File: src/rtl/hsv_tier1_seq.sv
// Sequencer for the Tier-1 HSV datapath: steps one RGB pixel through load, three compares,
// the subtract and the select, then holds the results on the bus until the consumer takes them.
module hsv_tier1_seq #(
  parameter int unsigned STEP_CYCLES = 1,
  parameter int unsigned CNT_W       = 16
) (
  input  logic             Clk,
  input  logic             reset,
  input  logic             in_valid,
  output logic             in_ready,
  input  logic             abort,
  output logic             out_valid,
  input  logic             out_ready,
  output logic [14:0]      control_Tier1,
  output logic             busy,
  output logic [CNT_W-1:0] pix_count
);

  localparam logic [3:0] LastStep = 4'(STEP_CYCLES - 1);

  typedef enum logic [2:0] {
    StIdle,
    StLoad,
    StCmpRg,
    StCmpMax,
    StCmpMin,
    StDelta,
    StSelect,
    StOut
  } state_e;

  state_e           state_q, state_d;
  logic [3:0]       step_q, step_d;
  logic [CNT_W-1:0] cnt_q, cnt_d;
  logic             last_step;

  assign last_step = (step_q == LastStep);

  always_ff @(posedge Clk) begin
    if (reset) begin
      state_q <= StIdle;
      step_q  <= '0;
      cnt_q   <= '0;
    end else begin
      state_q <= state_d;
      step_q  <= step_d;
      cnt_q   <= cnt_d;
    end
  end

  always_comb begin
    state_d = state_q;
    step_d  = '0;
    cnt_d   = cnt_q;
    unique case (state_q)
      StIdle: if (in_valid) state_d = StLoad;
      StLoad: state_d = StCmpRg;
      StCmpRg, StCmpMax, StCmpMin, StDelta, StSelect: begin
        if (last_step) begin
          unique case (state_q)
            StCmpRg:  state_d = StCmpMax;
            StCmpMax: state_d = StCmpMin;
            StCmpMin: state_d = StDelta;
            StDelta:  state_d = StSelect;
            default:  state_d = StOut;
          endcase
        end else begin
          step_d = step_q + 4'd1;
        end
      end
      StOut: begin
        if (out_ready) begin
          state_d = StIdle;
          if (!abort) cnt_d = cnt_q + 1'b1;
        end
      end
      default: state_d = StIdle;
    endcase
    // Abort cancels the pixel from any busy state and suppresses the count.
    if (abort && (state_q != StIdle)) begin
      state_d = StIdle;
      step_d  = '0;
    end
  end

  always_comb begin
    control_Tier1 = 15'h0000;
    in_ready      = 1'b0;
    out_valid     = 1'b0;
    busy          = 1'b1;
    unique case (state_q)
      StIdle: begin
        in_ready = 1'b1;
        busy     = 1'b0;
      end
      StLoad:   control_Tier1 = 15'h0001;
      StCmpRg:  control_Tier1 = last_step ? 15'h0006 : 15'h0000;
      StCmpMax: control_Tier1 = last_step ? 15'h00A8 : 15'h00A0;
      StCmpMin: control_Tier1 = last_step ? 15'h02C4 : 15'h02C0;
      StDelta:  control_Tier1 = last_step ? 15'h0102 : 15'h0100;
      StSelect: control_Tier1 = last_step ? 15'h0010 : 15'h0000;
      StOut: begin
        control_Tier1 = 15'h7C00;
        out_valid     = 1'b1;
      end
      default: busy = 1'b0;
    endcase
  end

  assign pix_count = cnt_q;

endmodule

File: config.mk
export PLATFORM = sky130hd
export DESIGN_NAME = hsv_tier1_seq
export DESIGN_NICKNAME = d
export VERILOG_FILES = /design/src/rtl/hsv_tier1_seq.sv
export SDC_FILE = /design/constraint.sdc
export NUM_CORES = 1
export LEC_CHECK = 0
export ABC_AREA = 1
export BUFFER_PORTS_ARGS = -buffer_cell sky130_fd_sc_hd__buf_2
export CORE_ASPECT_RATIO = 1.25
export CORE_UTILIZATION = 51
export CTS_CLUSTER_DIAMETER = 60
export DETAILED_ROUTE_END_ITERATION = 10
export PLACE_DENSITY = 0.85
export SYNTH_ARGS = -nofsm -noshare
export SYNTH_HDL_FRONTEND = slang
export SYNTH_SLANG_ARGS = --single-unit
File: constraint.sdc
create_clock -name Clk -period 1.6 [get_ports Clk]
set_input_delay 0.4 -clock Clk [delete_from_list [all_inputs] [get_ports Clk]]
set_output_delay 0.4 -clock Clk [all_outputs]
set_load 0.02 [all_outputs]
---- After elaboration in Yosys (flattened, before gate mapping) ----
Index checks and enable logic that the tools add are counted.
storage, ports and cells
  flip-flop bits (word level) ............. 23
  input port bits ......................... 5
  output and inout port bits .............. 34
  logic and storage cells ................. 40
cells by class
  add/sub/neg operators ................... 2
  eq/ne operators ......................... 10
  multiplexer cells ....................... 14
  bitwise gates (word level) .............. 2
  reduce and logical (&&, ||, !) cells .... 9
operators by type and width
  kind                                                                    number
  15-bit one-hot mux with 7 select lines                                  1
  3-bit one-hot mux with 4 select lines                                   2
  16-bit by 1-bit adder with 16-bit output (second input constant)        1
  3-bit two-way mux                                                       5
  3-bit equality test (second input constant)                             4
  3-bit by 2-bit equality test with 1-bit output (second input constant)  2
  2-bit != test (second input constant)                                   3
  3-bit AND reduction                                                     2
  5-bit two-way mux                                                       1
  5-bit OR reduction                                                      1
  4-bit by 1-bit adder with 4-bit output (second input constant)          1
  4-bit logical NOT                                                       1
  4-bit two-way mux                                                       1
  4-bit OR reduction                                                      1
  3-bit by 1-bit equality test with 1-bit output (second input constant)  1
  3-bit logical NOT                                                       1
  1-bit two-way mux                                                       3
  3-bit nonzero test                                                      1
  2-bit two-way mux                                                       1
  1-bit inverter                                                          2
  2-bit OR reduction                                                      1
  1-bit logical AND                                                       1

---- Depth between registers and ports, before layout ----
  word-level depth ........................ 4
  gate-level depth with buffers ........... 11
  depth with buffers taken out ............ 11

---- Worst setup path before layout ----
No wires, ideal clock.
  path type ............................... reg2reg
  from .................................... register state_q[0]
  to ...................................... register state_q[0]
  library setup time ...................... 0.113 ns
  data arrival time ....................... 1.433 ns
  data required time ...................... 1.487 ns
  slack ................................... 0.054 ns
  stages on the path, launching flop included .. 11
  path buffers ............................ 0
  period minus slack after synthesis ...... 1.546 ns
  cells stage by stage .................... dfxtp_1 -> ha_1 -> inv_1 -> nor2_1 -> nor2_1 -> nand2_1 -> nand2_1 -> nand2_2 -> nand2_1 -> nand2_1 -> nor2_1
between the ends
  word-level cells in the longest chain between the ends .. 4
  elaborated cells on any way between the ends .. 19
  classes of those cells .................. eq/ne (10); mux (3); reduce/logical (6)
ends and longest elaborated chain
  item                                                                          line    source
  start: declaration                                                            32      state_e state_q, state_d;
  start signal: assignment                                                      41      state_q <= StIdle;
  start signal: assignment                                                      45      state_q <= state_d;
  3-bit equality test, or another cell as far along                             55, 60
  3-bit one-hot mux with 4 select lines or 5-bit OR reduction (tied branches)   60, 55
  3-bit two-way mux or 2-bit != test (tied branches)                            -
  3-bit one-hot mux with 4 select lines or 3-bit AND reduction (tied branches)  -
Parallel ways exist; a longest one is shown, timed or not. The select of a mux whose other input is x is not followed.
A chain may end at the register's enable or synchronous reset.

---- Worst setup path in the final report ----
  from .................................... register state_q[0]
  to ...................................... output control_Tier1[5]
between the ends
  word-level cells in the longest chain between the ends .. 2
  elaborated cells on any way between the ends .. 8
  classes of those cells .................. eq/ne (7); mux (1)
ends and longest elaborated chain
  item                                               line  source
  3-bit equality test, or another cell as far along  91    unique case (state_q)
  15-bit one-hot mux with 7 select lines (*)         91
  end: declaration                                   14    output logic [14:0] control_Tier1,
Every way passes the cells marked *; elsewhere a longest branch is shown, timed or not.

==> out/results.ini <==
[layout]
final_nets=269
fin_cells=289
multi_input_area_um2=884.6
fillers=187
seq_area_um2=471.7
syn_to_final_growth_pct=38.82
antenna-diode-count=0
drive_gt1_frac=0.3945
fin_area_um2=1951

[setup_path]
crit_path_start_kind=flip-flop
crit_chain=buf_4 > ha_4 > inv_1 > nor2_4 > buf_6
slowest_delay_ps=380
crit_family=flip-flops
path_class=reg2out
worstPathArrival_ps=1370
cp_slowest_cell=dfxtp_2
required_ps=1200
critPathCaptureType=output port
cp_max_fo=3
path_buf_inv=3

[logic_synthesis]
syn_area_um2=1405
ys_types=23
synthTopCellsByArea=dfxtp_1, nand2_1, inv_1, nor2_1, ha_1
async_flop_share=0
ys_seq_elements=23
synth-main-ff-cell=dfxtp_1
avgSynthCellArea_um2=6.821
ys_warn_count=0
synth_edf_count=0
synth_cells=206
synth_top_area_share=0.3277
yosysSeqAreaShare=0.3277
synth_top_cell_by_area=dfxtp_1
synthesis.nets=218

[detailed_routing]
postRouteAntennaNets=0
drc=0
met2_length_mm=1.996
topRoutingLayerUsed=met4
wirelength_mm=3.589
via_per_inst=4.913
wl_met3_um=118
vias=1420
wire_per_inst_um=12.42
drtPass1Iterations=4
met1_length_mm=1.391
drtIter0Drc=34

[sta]
grt_setup_unrepaired=yes
worstMarginPinSlew_ps=365.7
slew_headroom=0.7553
fin_skew_ps=2.363
report.final.setup_viol=20
period_needed_ps=1771
fmax_mhz=564.6
whs_ps=343.1
worst_slack_ps=-171.1
slew_viol_final=0
finalHoldViolations=0
fin_crit_sh=1.107

[hold_path]
hold_path_class=in2reg

[clocking]
insertion_delay_ps=310
cts_sinks=23
root_buffer=clkbuf_4
cts_hold_buf=0
cts_tree=yes
cts_made_buffers=3
h-tree-depth=1
clkTransAtPathRegs_ps=120
clock_path_buffers=2

[floorplan]
design.core.area_um2=2527
floorplan.initialDensity=0.5559
dieWidth_um=48.95
num_io_pins=39
rows=20
die_area_um2=2970
die_y_um=60.69

[placed_design]
dp_cells=273
dp_hpwl_mm=2.173
place_area_um2=1603
io_buffers=38
gp_congestion=0.8056

[grt]
track_usage=0.2176
overflow=0
grt_max_degree=13
grt_pass1_vias=1221
antenna_found_initial=0
grt_pass1_wl_mm=4.988

[status]
status=complete, but fails checks
failed_checks=negative setup slack

[power_and_ir_drop]
power_per_cell_area_nw_per_um2=1203
peakVddDrop_v=0.001297
leakage_nw=0.9567

[flow_run]
maxCapViolCount=0

[where the power goes]
part	total (mW)	switching [mW]	leakage [nW]	internal [mW]
combinational	1.38	0.796	0.753	0.586
clock	0.274	0.176	0.0150	0.0975
sequential	0.691	0.0652	0.188	0.626
[final cells by class]
class	count	area share
Sequential cell	23	0.2418
Multi-Input combinational cell	139	0.4535
Timing Repair Buffer	52	0.1918
Inverter	38	0.07826
Clock buffer	4	0.01347
Tap cell	33	0.02117
[cell usage in the layout, fill, tap and decap left out, types with 2 or more instances in the layout]
cell type and count:
dfxtp_4 2, nand2_2 3, inv_1 27, nor2_4 6, nor2_2 3, buf_4 23
ha_1 2, o21ai_0 6, nor3_2 2, xor2_1 2, nor3_1 3, nand2_1 36
a21oi_1 11, nand3_4 2, buf_6 9, a21oi_2 3, clkbuf_4 3, nand4_1 3
inv_2 7, o21ai_1 2, buf_2 20, nand2_4 5, dfxtp_1 18, inv_4 4
ha_4 5, nor2_1 30, dfxtp_2 3, nand3_1 11
[cells by family (layout without fill, tap and decap cells)]
family / count (synthesis) / count (layout) / share of synthesized area
AO/OA/AOI/OAI: 23 / 23 / 0.08549
flip-flops: 23 / 23 / 0.3277
adder cells (fa/ha/maj): 7 / 7 / 0.06233
AND/OR/NAND/NOR: 105 / 106 / 0.3642
XOR/XNOR: 3 / 3 / 0.01870
buffers and inverters: 45 / 94 / 0.1416
[final timing paths]
path                              from                          to  slack, ps  cells after the start
max            state_q[0]$_SDFFE_PP0P_            control_Tier1[5]       -170                      5
min                              reset  pix_count[10]$_SDFFE_PP0P_        340                      2
max reg2reg    state_q[0]$_SDFFE_PP0P_   pix_count[7]$_SDFFE_PP0P_        -30                      9
min reg2reg  pix_count[3]$_SDFFE_PP0P_   pix_count[3]$_SDFFE_PP0P_        520                      2
[metrics by stage]
step	utilization	TNS [ps]	setup WS, ps	total power, mW
2_1_floorplan	-	0	53.95	1.347
3_3_place_gp	0.6342	0	137.5	1.539
3_5_place_dp	0.6342	0	77.14	1.545
4_1_cts	0.7030	-1400	-173.5	1.994
5_1_grt	0.7718	-3108	-206.2	2.470
6_report	0.7718	-1474	-171.1	2.347
[cells in the mapped netlist (2+ instances only)]
cell type and n:
nor3_1 5, nand3_4 2, nor2_1 35, nor2_4 2
a21oi_1 13, inv_1 38, buf_4 6, ha_1 7
nand2_1 40, nand4_1 3, nand2_4 3, xor2_1 2
dfxtp_1 23, o21ai_0 8, nand3_1 11
[routing by layer]
| metal | vias up | global-route usage |
|---|---|---|
| met5 | - | 0 |
| met3 | 10 | 0.02506 |
| li1 | 737 | - |
| met2 | 41 | 0.4266 |
| met4 | 0 | 0.09664 |
| met1 | 632 | 0.2381 |
[worst register-to-register path, stage by stage, from the launching register on]
cell,delay [ps]
dfxtp_2,380
buf_4,150
ha_4,170
nand2_4,70
buf_4,170
nor2_8,150
nand3_4,110
buf_4,160
xor2_1,130
nor2_1,50
[flip-flops by register name, summed over array words and instances (netlist names)]
signal and cells:
pix_count 16, step_q 4, state_q 3
[timing repair]
action | 4_1_cts | 5_1_grt
endpoints found under the setup margin | 18 | 30
pin swaps | 5 | 9
cloned | 0 | 1
buffers inserted | 6 | 5
gates resized for setup | 37 | 42
No activity file was read; power rests on OpenSTA's default activity.
